## config.mk

```make
export PLATFORM = sky130hd
export DESIGN_NAME = ui_input_ctrl
export DESIGN_NICKNAME = d
export VERILOG_FILES = /design/src/rtl/ui_input_ctrl.sv
export SDC_FILE = /design/constraint.sdc
export NUM_CORES = 1
export LEC_CHECK = 0
export CAP_MARGIN = 20
export CORE_UTILIZATION = 42
export CTS_BUF_LIST = sky130_fd_sc_hd__clkbuf_4 sky130_fd_sc_hd__clkbuf_8
export CTS_CLUSTER_SIZE = 10
export DETAILED_ROUTE_END_ITERATION = 7
export HOLD_SLACK_MARGIN = 0.08
export PLACE_DENSITY_LB_ADDON = 0.2
export SYNTH_ARGS = -nofsm -noshare
export SYNTH_HDL_FRONTEND = slang
export SYNTH_SLANG_ARGS = --single-unit
```

## constraint.sdc

```tcl
create_clock -name clk -period 3 [get_ports clk]
set_input_delay 0.45 -clock clk [delete_from_list [all_inputs] [get_ports clk]]
set_output_delay 0.45 -clock clk [all_outputs]
set_load 0.02 [all_outputs]
```

## src/rtl/ui_input_ctrl.sv

```systemverilog
// Board UI input controller: synchronised, debounced KEYS/SWITCHES latched into polled DATA/CTRL registers.
// Optional interrupt support is compiled in when UI_IRQ_EN is defined.

module ui_input_ctrl_deb #(
  parameter int unsigned W          = 4,
  parameter int unsigned DEB_CYCLES = 15,
  parameter bit          INVERT     = 1'b0
) (
  input  logic         clk,
  input  logic         reset,
  input  logic [W-1:0] raw_i,
  output logic [W-1:0] sample_o,
  output logic         evt_o
);
  localparam int unsigned CW = (DEB_CYCLES > 2) ? $clog2(DEB_CYCLES) : 1;

  logic [W-1:0]  sync1_q, sync2_q;
  logic [W-1:0]  prev_q, prev_d;
  logic [W-1:0]  stable_q, stable_d;
  logic [CW-1:0] cnt_q, cnt_d;
  logic [W-1:0]  sample;

  assign sample   = INVERT ? ~sync2_q : sync2_q;
  assign sample_o = sample;

  // The cycle the count would reach DEB_CYCLES-1 is the accepting cycle, so the
  // counter never holds that value and the new level lands 2+DEB_CYCLES edges after the raw edge.
  always_comb begin
    prev_d   = sample;
    stable_d = stable_q;
    cnt_d    = '0;
    evt_o    = 1'b0;
    if (sample != prev_q || sample == stable_q) begin
      cnt_d = '0;
    end else if (cnt_q == CW'(DEB_CYCLES - 2)) begin
      stable_d = sample;
      evt_o    = 1'b1;
    end else begin
      cnt_d = cnt_q + CW'(1);
    end
  end

  always_ff @(posedge clk) begin
    if (reset) begin
      sync1_q  <= '0;
      sync2_q  <= '0;
      prev_q   <= '0;
      stable_q <= '0;
      cnt_q    <= '0;
    end else begin
      sync1_q  <= raw_i;
      sync2_q  <= sync1_q;
      prev_q   <= prev_d;
      stable_q <= stable_d;
      cnt_q    <= cnt_d;
    end
  end
endmodule

module ui_input_ctrl #(
  parameter int unsigned DBITS      = 32,
  parameter int unsigned NKEYS      = 4,
  parameter int unsigned NSW        = 10,
  parameter int unsigned DEB_CYCLES = 15
) (
  input  logic             clk,
  input  logic             reset,
  input  logic             rdEn,
  input  logic             wrtEn,
  input  logic [1:0]       regSel,
  input  logic [DBITS-1:0] in,
  input  logic [NKEYS-1:0] KEYS,
  input  logic [NSW-1:0]   SWITCHES,
  output logic [DBITS-1:0] out,
  output logic             irq
);
  typedef enum logic [1:0] {
    SEL_KDATA = 2'd0,
    SEL_KCTRL = 2'd1,
    SEL_SDATA = 2'd2,
    SEL_SCTRL = 2'd3
  } reg_sel_e;

  reg_sel_e         sel;
  logic [NKEYS-1:0] k_sample;
  logic [NSW-1:0]   s_sample;
  logic             k_evt, s_evt;
  logic [NKEYS-1:0] kdata_q, kdata_d;
  logic [NSW-1:0]   sdata_q, sdata_d;
  logic             kready_q, kready_d, kovr_q, kovr_d;
  logic             sready_q, sready_d, sovr_q, sovr_d;
  logic             k_ie, s_ie;
  logic             rd_kdata, rd_sdata, wr_kctrl, wr_sctrl;
  logic             unused_in;

  assign sel       = reg_sel_e'(regSel);
  assign rd_kdata  = rdEn  && (sel == SEL_KDATA);
  assign rd_sdata  = rdEn  && (sel == SEL_SDATA);
  assign wr_kctrl  = wrtEn && (sel == SEL_KCTRL);
  assign wr_sctrl  = wrtEn && (sel == SEL_SCTRL);
  assign unused_in = ^in;

  ui_input_ctrl_deb #(.W(NKEYS), .DEB_CYCLES(DEB_CYCLES), .INVERT(1'b1)) u_key_deb (
    .clk      (clk),
    .reset    (reset),
    .raw_i    (KEYS),
    .sample_o (k_sample),
    .evt_o    (k_evt)
  );

  ui_input_ctrl_deb #(.W(NSW), .DEB_CYCLES(DEB_CYCLES), .INVERT(1'b0)) u_sw_deb (
    .clk      (clk),
    .reset    (reset),
    .raw_i    (SWITCHES),
    .sample_o (s_sample),
    .evt_o    (s_evt)
  );

  // Event is applied last so it wins over a same-cycle DATA read or OVERRUN clear;
  // a coincident DATA read consumes the old value, so no overrun is recorded then.
  always_comb begin
    kdata_d  = kdata_q;
    kready_d = kready_q;
    kovr_d   = kovr_q;
    sdata_d  = sdata_q;
    sready_d = sready_q;
    sovr_d   = sovr_q;
    if (rd_kdata) kready_d = 1'b0;
    if (rd_sdata) sready_d = 1'b0;
    if (wr_kctrl && !in[2]) kovr_d = 1'b0;
    if (wr_sctrl && !in[2]) sovr_d = 1'b0;
    if (k_evt) begin
      kdata_d  = k_sample;
      kready_d = 1'b1;
      if (kready_q && !rd_kdata) kovr_d = 1'b1;
    end
    if (s_evt) begin
      sdata_d  = s_sample;
      sready_d = 1'b1;
      if (sready_q && !rd_sdata) sovr_d = 1'b1;
    end
  end

  always_ff @(posedge clk) begin
    if (reset) begin
      kdata_q  <= '0;
      kready_q <= 1'b0;
      kovr_q   <= 1'b0;
      sdata_q  <= '0;
      sready_q <= 1'b0;
      sovr_q   <= 1'b0;
    end else begin
      kdata_q  <= kdata_d;
      kready_q <= kready_d;
      kovr_q   <= kovr_d;
      sdata_q  <= sdata_d;
      sready_q <= sready_d;
      sovr_q   <= sovr_d;
    end
  end

`ifdef UI_IRQ_EN
  logic kie_q, kie_d, sie_q, sie_d, irq_q, irq_d;

  always_comb begin
    kie_d = wr_kctrl ? in[8] : kie_q;
    sie_d = wr_sctrl ? in[8] : sie_q;
    irq_d = (kready_q & kie_q) | (sready_q & sie_q);
  end

  always_ff @(posedge clk) begin
    if (reset) begin
      kie_q <= 1'b0;
      sie_q <= 1'b0;
      irq_q <= 1'b0;
    end else begin
      kie_q <= kie_d;
      sie_q <= sie_d;
      irq_q <= irq_d;
    end
  end

  assign k_ie = kie_q;
  assign s_ie = sie_q;
  assign irq  = irq_q;
`else
  assign k_ie = 1'b0;
  assign s_ie = 1'b0;
  assign irq  = 1'b0;
`endif

  always_comb begin
    out = '0;
    if (rdEn) begin
      unique case (sel)
        SEL_KDATA: out = DBITS'(kdata_q);
        SEL_KCTRL: begin
          out[0] = kready_q;
          out[2] = kovr_q;
          out[8] = k_ie;
        end
        SEL_SDATA: out = DBITS'(sdata_q);
        SEL_SCTRL: begin
          out[0] = sready_q;
          out[2] = sovr_q;
          out[8] = s_ie;
        end
        default: out = '0;
      endcase
    end
  end
endmodule
```

After elaboration in Yosys (flattened, before gate mapping) --
Cells that the tools add are included.
Operators by class: $add $sub $neg 2, equality and inequality tests 9, muxes and demuxes 21, bitwise operators 3, reductions and logical operators 21
Operators with widths (count):
- 1-bit 2-to-1 mux | 15
- 10-bit equality test | 1
- 10-bit 2-to-1 mux | 1
- 10-bit inequality test | 1
- 5-bit one-hot mux with 2 select lines | 1
- 3-bit OR reduction | 3
- 4-bit by 1-bit adder with 4-bit output, second input constant | 2
- 4-bit equality test, second input constant | 2
- 1-bit logical AND | 8
- 1-bit one-hot mux with 4 select lines | 2
- 2-bit equality test, second input constant | 2
- 4-bit equality test | 1
- 4-bit inequality test | 1
- 4-bit inverter | 1
- 1-bit one-hot mux with 2 select lines | 2
- 2-bit AND reduction | 2
- 2-bit nonzero test | 2
- 1-bit logical NOT | 3
- 2-bit by 1-bit equality test with 1-bit output, second input constant | 1
- 2-bit logical NOT | 1
- 1-bit logical OR | 2
- 1-bit inverter | 2
Storage, ports and cells: flip-flop bits (word level) 82, input port bits 52, output and inout bits 33, logic and storage cells 72

Longest topological paths before layout --
Gate-level depths: netlist of the first run.
word-level depth 6, gate-level depth with buffers 6, mapped depth without buffers 6

By module --
Synthesis of the first run repeated with hierarchy kept, for this count alone.
Unflattened totals: cells, all modules 314, area total of the unflattened synthesis 3345.7 sq um
By module, submodules not included:
- ui_input_ctrl_deb at u_sw_deb | instances 1, cells an instance 139, area an instance 1594.0 sq um, seq. area each 880.8 sq um
- ui_input_ctrl | instances 1, cells an instance 107, area an instance 1013.5 sq um, seq. area each 360.3 sq um
- ui_input_ctrl_deb at u_key_deb | instances 1, cells an instance 68, area an instance 738.2 sq um, seq. area each 400.4 sq um

Worst setup path before layout of the first run --
No wires, ideal clock.
kind input -> output, from input regSel[1], to output out[0], arrival time 1.446 ns, data required time 2.550 ns, path slack 1.104 ns, stages on the path 3, path buffers 1, cells stage by stage clkbuf_1 > mux4_2 > and2_1
Between the ends: cells in the longest elaborated chain, start to end 3, elaborated cells between the ends (all ways) 6, those cells by class eq/ne (3); mux (2); reduce/logical (1)
RTL lines:
- from (decl) | RTL line 70 | input logic [1:0] regSel,
- 2-bit equality test (tied with other cells) | RTL line 195 | unique case (sel)
- 1-bit one-hot mux with 4 select lines (*) | RTL line 195
- 10-bit 2-to-1 mux (*) | RTL line 194 | if (rdEn) begin
- to (decl) | RTL line 74 | output logic [DBITS-1:0] out,
Mark *: on every way between the ends. The rest lies on a longest branch, timed or not.

Worst setup path in the final report of the first run --
from input regSel[0], to output out[2]
Same word-level chain as after synthesis.

==> results of run 1 <==
where the power goes:
part / leakage (nW) / switching [W] / internal, W
combinational: 0.694 / 0.0000673 / 0.0000554
sequential: 0.556 / 0.0000141 / 0.000929
clock: 0.0930 / 0.000315 / 0.000369
stage by stage:
| stage | hold WS (ps) | setup WS [ps] | utilization | cells | area (um^2) |
|---|---|---|---|---|---|
| 4_1_cts | 434.7 | 323.4 | 0.5116 | 380 | 3267 |
| 3_3_place_gp | 418.2 | 328.4 | 0.4832 | 365 | 3085 |
| 5_1_grt | 445.5 | 220.3 | 0.5116 | 380 | 3267 |
| 3_5_place_dp | 420.4 | 330.2 | 0.4832 | 365 | 3085 |
| 6_report | 434.5 | 348.4 | 0.5116 | 380 | 3267 |
| 2_1_floorplan | 413.8 | 1104 | - | 286 | 2882 |
flip-flops by register name, summed over array words and instances (netlist names), 3 cells and up:
register	flops
u_sw_deb.cnt_q	4
kdata_q	3
u_key_deb.cnt_q	4
u_sw_deb.sync1_q	10
u_key_deb.sync1_q	4
u_key_deb.sync2_q	4
sdata_q	10
u_sw_deb.prev_q	10
u_sw_deb.sample_o	10
u_key_deb.prev_q	4
cells in the final DEF, fill, tap and decap left out, types with 2 or more instances in the layout:
cell / count
sky130_fd_sc_hd__clkdlybuf4s50_1: 29
sky130_fd_sc_hd__inv_1: 4
sky130_fd_sc_hd__and2_1: 8
sky130_fd_sc_hd__dfxtp_1: 68
sky130_fd_sc_hd__ha_1: 4
sky130_fd_sc_hd__nand3_1: 4
sky130_fd_sc_hd__mux2_4: 9
sky130_fd_sc_hd__a21oi_1: 2
sky130_fd_sc_hd__clkbuf_4: 3
sky130_fd_sc_hd__buf_4: 3
sky130_fd_sc_hd__clkbuf_8: 11
sky130_fd_sc_hd__a211oi_1: 4
sky130_fd_sc_hd__mux4_2: 2
sky130_fd_sc_hd__nor2_1: 20
sky130_fd_sc_hd__xnor2_1: 12
sky130_fd_sc_hd__nor2b_1: 50
sky130_fd_sc_hd__xor2_1: 20
sky130_fd_sc_hd__nand4_1: 4
sky130_fd_sc_hd__mux2i_1: 2
sky130_fd_sc_hd__nor4_2: 3
sky130_fd_sc_hd__o21ai_0: 3
sky130_fd_sc_hd__conb_1: 23
worst reg2reg max path, cell delays in order, from the launching register on:
cell	delay [ps]
sky130_fd_sc_hd__dfxtp_1	340
sky130_fd_sc_hd__xnor2_1	220
sky130_fd_sc_hd__nand4_1	120
sky130_fd_sc_hd__nor3_1	280
sky130_fd_sc_hd__and4_4	450
sky130_fd_sc_hd__mux2_2	360
layout make-up:
class                   count  area, um^2  area share
clock buffers              14       173.9     0.05324
flip-flops and latches     68        1361      0.4167
inverters                   4       15.01    0.004596
repair buffers             33       317.8     0.09728
well taps                  77       96.34     0.02949
clock inverters             1       7.507    0.002298
multi-input cells         183        1295      0.3964
metal layers:
layer / wire [um] / GRT usage / vias up
li1: - / - / 880
met1: 2092 / 0.1691 / 729
met3: 219 / 0.05045 / 10
met2: 1716 / 0.1870 / 44
met5: 0 / 0 / -
met4: 98 / 0.06934 / 0
cells by family after synthesis:
logic type | after synthesis | share of synthesized area
multiplexers | 14 | 0.07555
AND/OR/NAND/NOR | 99 | 0.2123
adder cells (fa/ha/maj) | 4 | 0.01788
buffers and inverters | 35 | 0.08046
flip-flops | 68 | 0.4864
AO/OA/AOI/OAI | 11 | 0.02593
other | 1 | 0.001340
XOR/XNOR | 32 | 0.1001
worst min path at each step:
stage | start | end | slack (ps) | cells after the start
6_report | u_sw_deb.sync1_q[4] | u_sw_deb.sample_o[4] | 430 | 1
5_1_grt | u_sw_deb.sync1_q[4] | u_sw_deb.sample_o[4] | 450 | 1
2_1_floorplan | u_key_deb.sync1_q[0] | u_key_deb.sync2_q[0] | 410 | 1
3_5_place_dp | u_key_deb.sync1_q[2] | u_key_deb.sync2_q[2] | 420 | 1
3_3_place_gp | u_sw_deb.sync1_q[7] | u_sw_deb.sample_o[7] | 420 | 1
4_1_cts | u_key_deb.sync1_q[1] | u_key_deb.sync2_q[1] | 430 | 1
==> results.py, run 1 <==
metrics = {
    "outcome": {
        "run_status": "completed",
    },
    "floorplan": {
        "initial_core_util": 0.4383,
        "rows": 29,
        "die_height_um": 83.64,
        "ioPinCount": 85,
        "die-width_um": 83.64,
        "coreArea_mm2": 0.006386,
        "design.die.area_mm2": 0.006995,
    },
    "setup_path": {
        "crit_type": "in -> out",
        "crit_path_frequent_cell": "sky130_fd_sc_hd__clkdlybuf4s50_1",
        "critical_path.n_buffers_inverters": 2,
        "endpoint_kind": "output pin",
        "cp.depth": 4,
        "startpoint_of_the_most_critical_setup_path": "regSel[0]",
        "critical_path.max_stage_delay_ps": 560,
        "reg2reg_setup_slack_ps": 1130,
        "crit-reg2reg-launch": "u_sw_deb.sample_o[9]",
        "critical_path.cell_chain": "clkdlybuf4s50_1 -> mux4_2 -> and2_1 -> clkdlybuf4s50_1",
        "timing.critical_path.max_delay_family": "buffers and inverters",
        "crit_path_start_kind": "primary input",
        "r2r_end": "sdata_q[9]",
        "slowest_stage": "sky130_fd_sc_hd__clkdlybuf4s50_1",
        "crit_path_max_fanout": 4,
        "rr_worst_depth": 5,
        "worst-endpoint-arrival_ps": 2200,
        "required_ps": 2550,
        "critical_path.endpoint": "out[2]",
    },
    "routing": {
        "remaining_drc_errors": 0,
        "antenna_left": 0,
        "dr.pass1.iters": 4,
        "number_of_vias_per_cell_after_detailed_routing": 4.376,
        "wl_per_cell_um": 10.86,
        "num_vias": 1663,
        "route.final.wire_length_um": 4127,
        "drtIter0Drc": 91,
    },
    "yosys": {
        "synth_top_cell_area_share": 0.4864,
        "cell_type_contributing_the_most_total_cell_area_after_synthesis": "sky130_fd_sc_hd__dfxtp_1",
        "synth_async_sr_flop_share": 0,
        "synth.lib_cells_used.distinct": 35,
        "synth_commonest_cells": "sky130_fd_sc_hd__dfxtp_1 (68), sky130_fd_sc_hd__nor2b_1 (50), sky130_fd_sc_hd__buf_4 (23), sky130_fd_sc_hd__nor2_1 (20), sky130_fd_sc_hd__xor2_1 (20)",
        "post_synth_inst_count": 264,
        "yosysWarnings": 0,
        "ys_ff_latch": 68,
        "synth_most_common_cell": "sky130_fd_sc_hd__dfxtp_1",
        "syn-cell-area_mm2": 0.002799,
        "yosysSeqAreaShare": 0.4864,
        "dominantRegCellSynth": "sky130_fd_sc_hd__dfxtp_1",
        "number_of_flops_mapped_to_enable_cells_by_yosys": 0,
        "synthesis.area_per_instance_um2": 10.60,
        "netlist_top_cells_area": "sky130_fd_sc_hd__dfxtp_1 (49%), sky130_fd_sc_hd__nor2b_1 (11%), sky130_fd_sc_hd__xor2_1 (6.3%)",
    },
    "global_routing": {
        "antenna_found_initial": 0,
        "tot_gr_track_use": 0.1306,
        "grt_start_max_net_pins": 42,
        "grt_remaining_overflow": 0,
        "first_global_vias": 1558,
        "global_route_wire_length_before_repair_um": 7113,
    },
    "layout": {
        "syn2layout_area_growth_pct": 16.72,
        "n_antenna_cell": 0,
        "nets": 355,
        "drive_above_1_share": 0.1221,
        "n_fill_cell": 586,
    },
    "worst_hold_path": {
        "hp-class": "reg -> reg",
    },
    "power": {
        "report.power.total_w": 0.001749,
        "power_density_mw_per_mm2": 535.5,
        "peakVddDrop_mv": 0.2531,
        "total_leakage_power_nw": 1.343,
    },
    "sta": {
        "setup_violators_final": 0,
        "worst_slew_pin_slew_ps": 707.3,
        "finalMaxSlewViolations": 0,
        "fin_crit_sh": 0.8839,
        "rsz0062_at_grt": "no",
        "timing.final.crit_period_ps": 2652,
        "setup_tns_after_final_layout_ps": 0,
        "finalHoldViolations": 0,
        "relSlewSlack": 0.5285,
        "achievable-frequency_ghz": 0.3771,
        "final_clock_skew_ps": 12.14,
    },
    "clocking": {
        "clk_latency_ps": 340,
        "tritoncts.num_buffers": 9,
        "cts-root-buf": "sky130_fd_sc_hd__clkbuf_8",
        "cts_buffer_depth": 2,
        "cts.repair.resized": 0,
        "tritoncts": "yes",
        "number_of_buffers_inserted_for_hold_repair_after_clock_tree_synthesis": 0,
        "h-tree-depth": 3,
        "clk_pin_slew_worst_paths_ps": 60,
        "clkSinkCount": 68,
        "cts_setup_buffers": 0,
    },
    "placed_design": {
        "place_congestion": 0.6935,
        "placement.io_buffers": 30,
        "dpl.hpwl_um": 2897,
    },
    "run": {
        "max_cap_viol_count": 0,
    },
}
No activity file was read; power rests on OpenSTA's default activity.
==> run 2: changes to the inputs <==
CORE_UTILIZATION = 40   (was 42)
==> run 2 against run 1 <==
Critical endpoint unchanged. Routed wire length is 2.1% higher. Clock power rose by 21%. Sequential share of layout area is 0.83 points lower. Core utilization fell by 2.1 points. Largest cell class unchanged.
==> results.py, run 2 (same netlist as run 1, synthesis figures left out) <==
metrics = {
    "global_routing": {
        "grt_remaining_overflow": 0,
        "tot_gr_track_use": 0.1309,
        "global_route_wire_length_before_repair_um": 7169,
        "first_global_vias": 1575,
        "grt_start_max_net_pins": 64,
        "antenna_found_initial": 0,
    },
    "placed_design": {
        "place_congestion": 0.7190,
        "pre_cts_slack_ps": 311.7,
        "placement.io_buffers": 30,
        "dpl.hpwl_um": 2830,
    },
    "worst_hold_path": {
        "worst_hold_start": "u_key_deb.sync1_q[2]",
        "timing.hold.worst_endpoint": "u_key_deb.sync2_q[2]",
        "hp-class": "reg -> reg",
        "hold_depth": 1,
    },
    "clocking": {
        "cts_setup_buffers": 0,
        "clk_latency_ps": 340,
        "tritoncts": "yes",
        "cts-root-buf": "sky130_fd_sc_hd__clkbuf_8",
        "clkSinkCount": 68,
        "h-tree-depth": 3,
        "number_of_buffers_inserted_for_hold_repair_after_clock_tree_synthesis": 0,
        "cts.repair.resized": 0,
        "clk_pin_slew_worst_paths_ps": 70,
        "cts_buffer_depth": 2,
        "tritoncts.num_buffers": 9,
    },
    "floorplan": {
        "ioPinCount": 85,
        "design.die.area_mm2": 0.007336,
        "die-width_um": 85.65,
        "initial_core_util": 0.4120,
        "die_height_um": 85.65,
        "rows": 30,
        "coreArea_mm2": 0.006794,
    },
    "power": {
        "power_density_mw_per_mm2": 569.2,
        "report.power.total_w": 0.001897,
        "peakVddDrop_mv": 0.2740,
        "total_leakage_power_nw": 1.362,
    },
    "setup_path": {
        "startpoint_of_the_most_critical_setup_path": "regSel[0]",
        "crit_path_max_fanout": 3,
        "crit_path_start_kind": "primary input",
        "rr_worst_depth": 5,
        "endpoint_kind": "output pin",
        "critical_path.cell_chain": "clkdlybuf4s50_1 -> buf_4 -> mux4_2 -> and2_1 -> clkdlybuf4s50_1",
        "worst-endpoint-arrival_ps": 2240,
        "crit_path_frequent_cell": "sky130_fd_sc_hd__clkdlybuf4s50_1",
        "required_ps": 2550,
        "slowest_stage": "sky130_fd_sc_hd__clkdlybuf4s50_1",
        "crit_type": "in -> out",
        "reg2reg_setup_slack_ps": 1130,
        "critical_path.max_stage_delay_ps": 530,
        "crit-reg2reg-launch": "u_sw_deb.sample_o[9]",
        "r2r_end": "sdata_q[9]",
    },
    "layout": {
        "nets": 355,
        "drive_above_1_share": 0.1221,
        "mostFrequentLayoutCell": "sky130_fd_sc_hd__dfxtp_1",
        "syn2layout_area_growth_pct": 19.09,
        "fin_util": 0.4906,
        "n_antenna_cell": 0,
        "layout_common_cells": "sky130_fd_sc_hd__dfxtp_1 (68), sky130_fd_sc_hd__nor2b_1 (50), sky130_fd_sc_hd__clkdlybuf4s50_1 (29)",
    },
    "sta": {
        "timing.final.ws_setup_ps": 310.9,
        "finalMaxSlewViolations": 0,
        "achievable-frequency_ghz": 0.3719,
        "setup_violators_final": 0,
        "final_clock_skew_ps": 8.807,
        "final.hold.worst_slack_ps": 428.2,
        "setup_tns_after_final_layout_ps": 0,
        "worst_slew_pin_slew_ps": 1076,
        "timing.final.crit_period_ps": 2689,
        "finalHoldViolations": 0,
        "fin_crit_sh": 0.8964,
        "relSlewSlack": 0.2829,
        "rsz0062_at_grt": "no",
    },
    "routing": {
        "num_vias": 1677,
        "dr.pass1.iters": 4,
        "number_of_vias_per_cell_after_detailed_routing": 4.203,
        "remaining_drc_errors": 0,
        "wl_per_cell_um": 10.56,
        "antenna_left": 0,
        "route.final.wire_length_um": 4213,
        "drtIter0Drc": 48,
    },
    "run": {
        "max_cap_viol_count": 0,
    },
    "outcome": {
        "run_status": "completed",
    },
}
run 2: changes by cell type in the layout (fill, tap and decap cells not counted), sizes merged:
cell,before,now
clkinv,0,1
clkbuf,14,11
bufinv,0,2
run 2: final cells by class:
cell class | count | area (um^2)
tap | 96 | 120.1
fill | 633 | 3461
sequential | 68 | 1361
clock inverter | 4 | 72.57
multi-input combinational | 183 | 1295
timing repair buffer | 33 | 317.8
clock buffer | 11 | 151.4
inverter | 4 | 15.01
run 2: metal layers:
metal,vias to the layer above,GRT usage,routed length (um)
met4,0,0.07273,111
li1,875,-,-
met2,44,0.1891,1821
met1,747,0.1677,2050
met5,-,0,0
met3,11,0.05005,230
run 2: worst max path at each step:
stage	to	slack (ps)
5_1_grt	out[2]	250
3_3_place_gp	out[2]	320
6_report	out[2]	310
2_1_floorplan	out[0]	1100
4_1_cts	out[2]	300
3_5_place_dp	out[2]	310
run 2: metrics by stage:
step | cell area, um^2 | cells
6_report | 3333 | 399
5_1_grt | 3333 | 399
4_1_cts | 3333 | 399
3_5_place_dp | 3109 | 384
3_3_place_gp | 3109 | 384
2_1_floorplan | 2882 | 286
run 2: critical path, delay by kind of cell:
| family | cells | cell delay (ps) |
|---|---|---|
| buffers and inverters | 3 | 1140 |
| multiplexers | 1 | 490 |
| AND/OR/NAND/NOR | 1 | 170 |
run 2: report_power, final:
group / internal, W / leakage, nW / switching, W
Clock: 0.000507 / 0.111 / 0.000324
Sequential: 0.000929 / 0.556 / 0.0000139
Combinational: 0.0000557 / 0.694 / 0.0000679
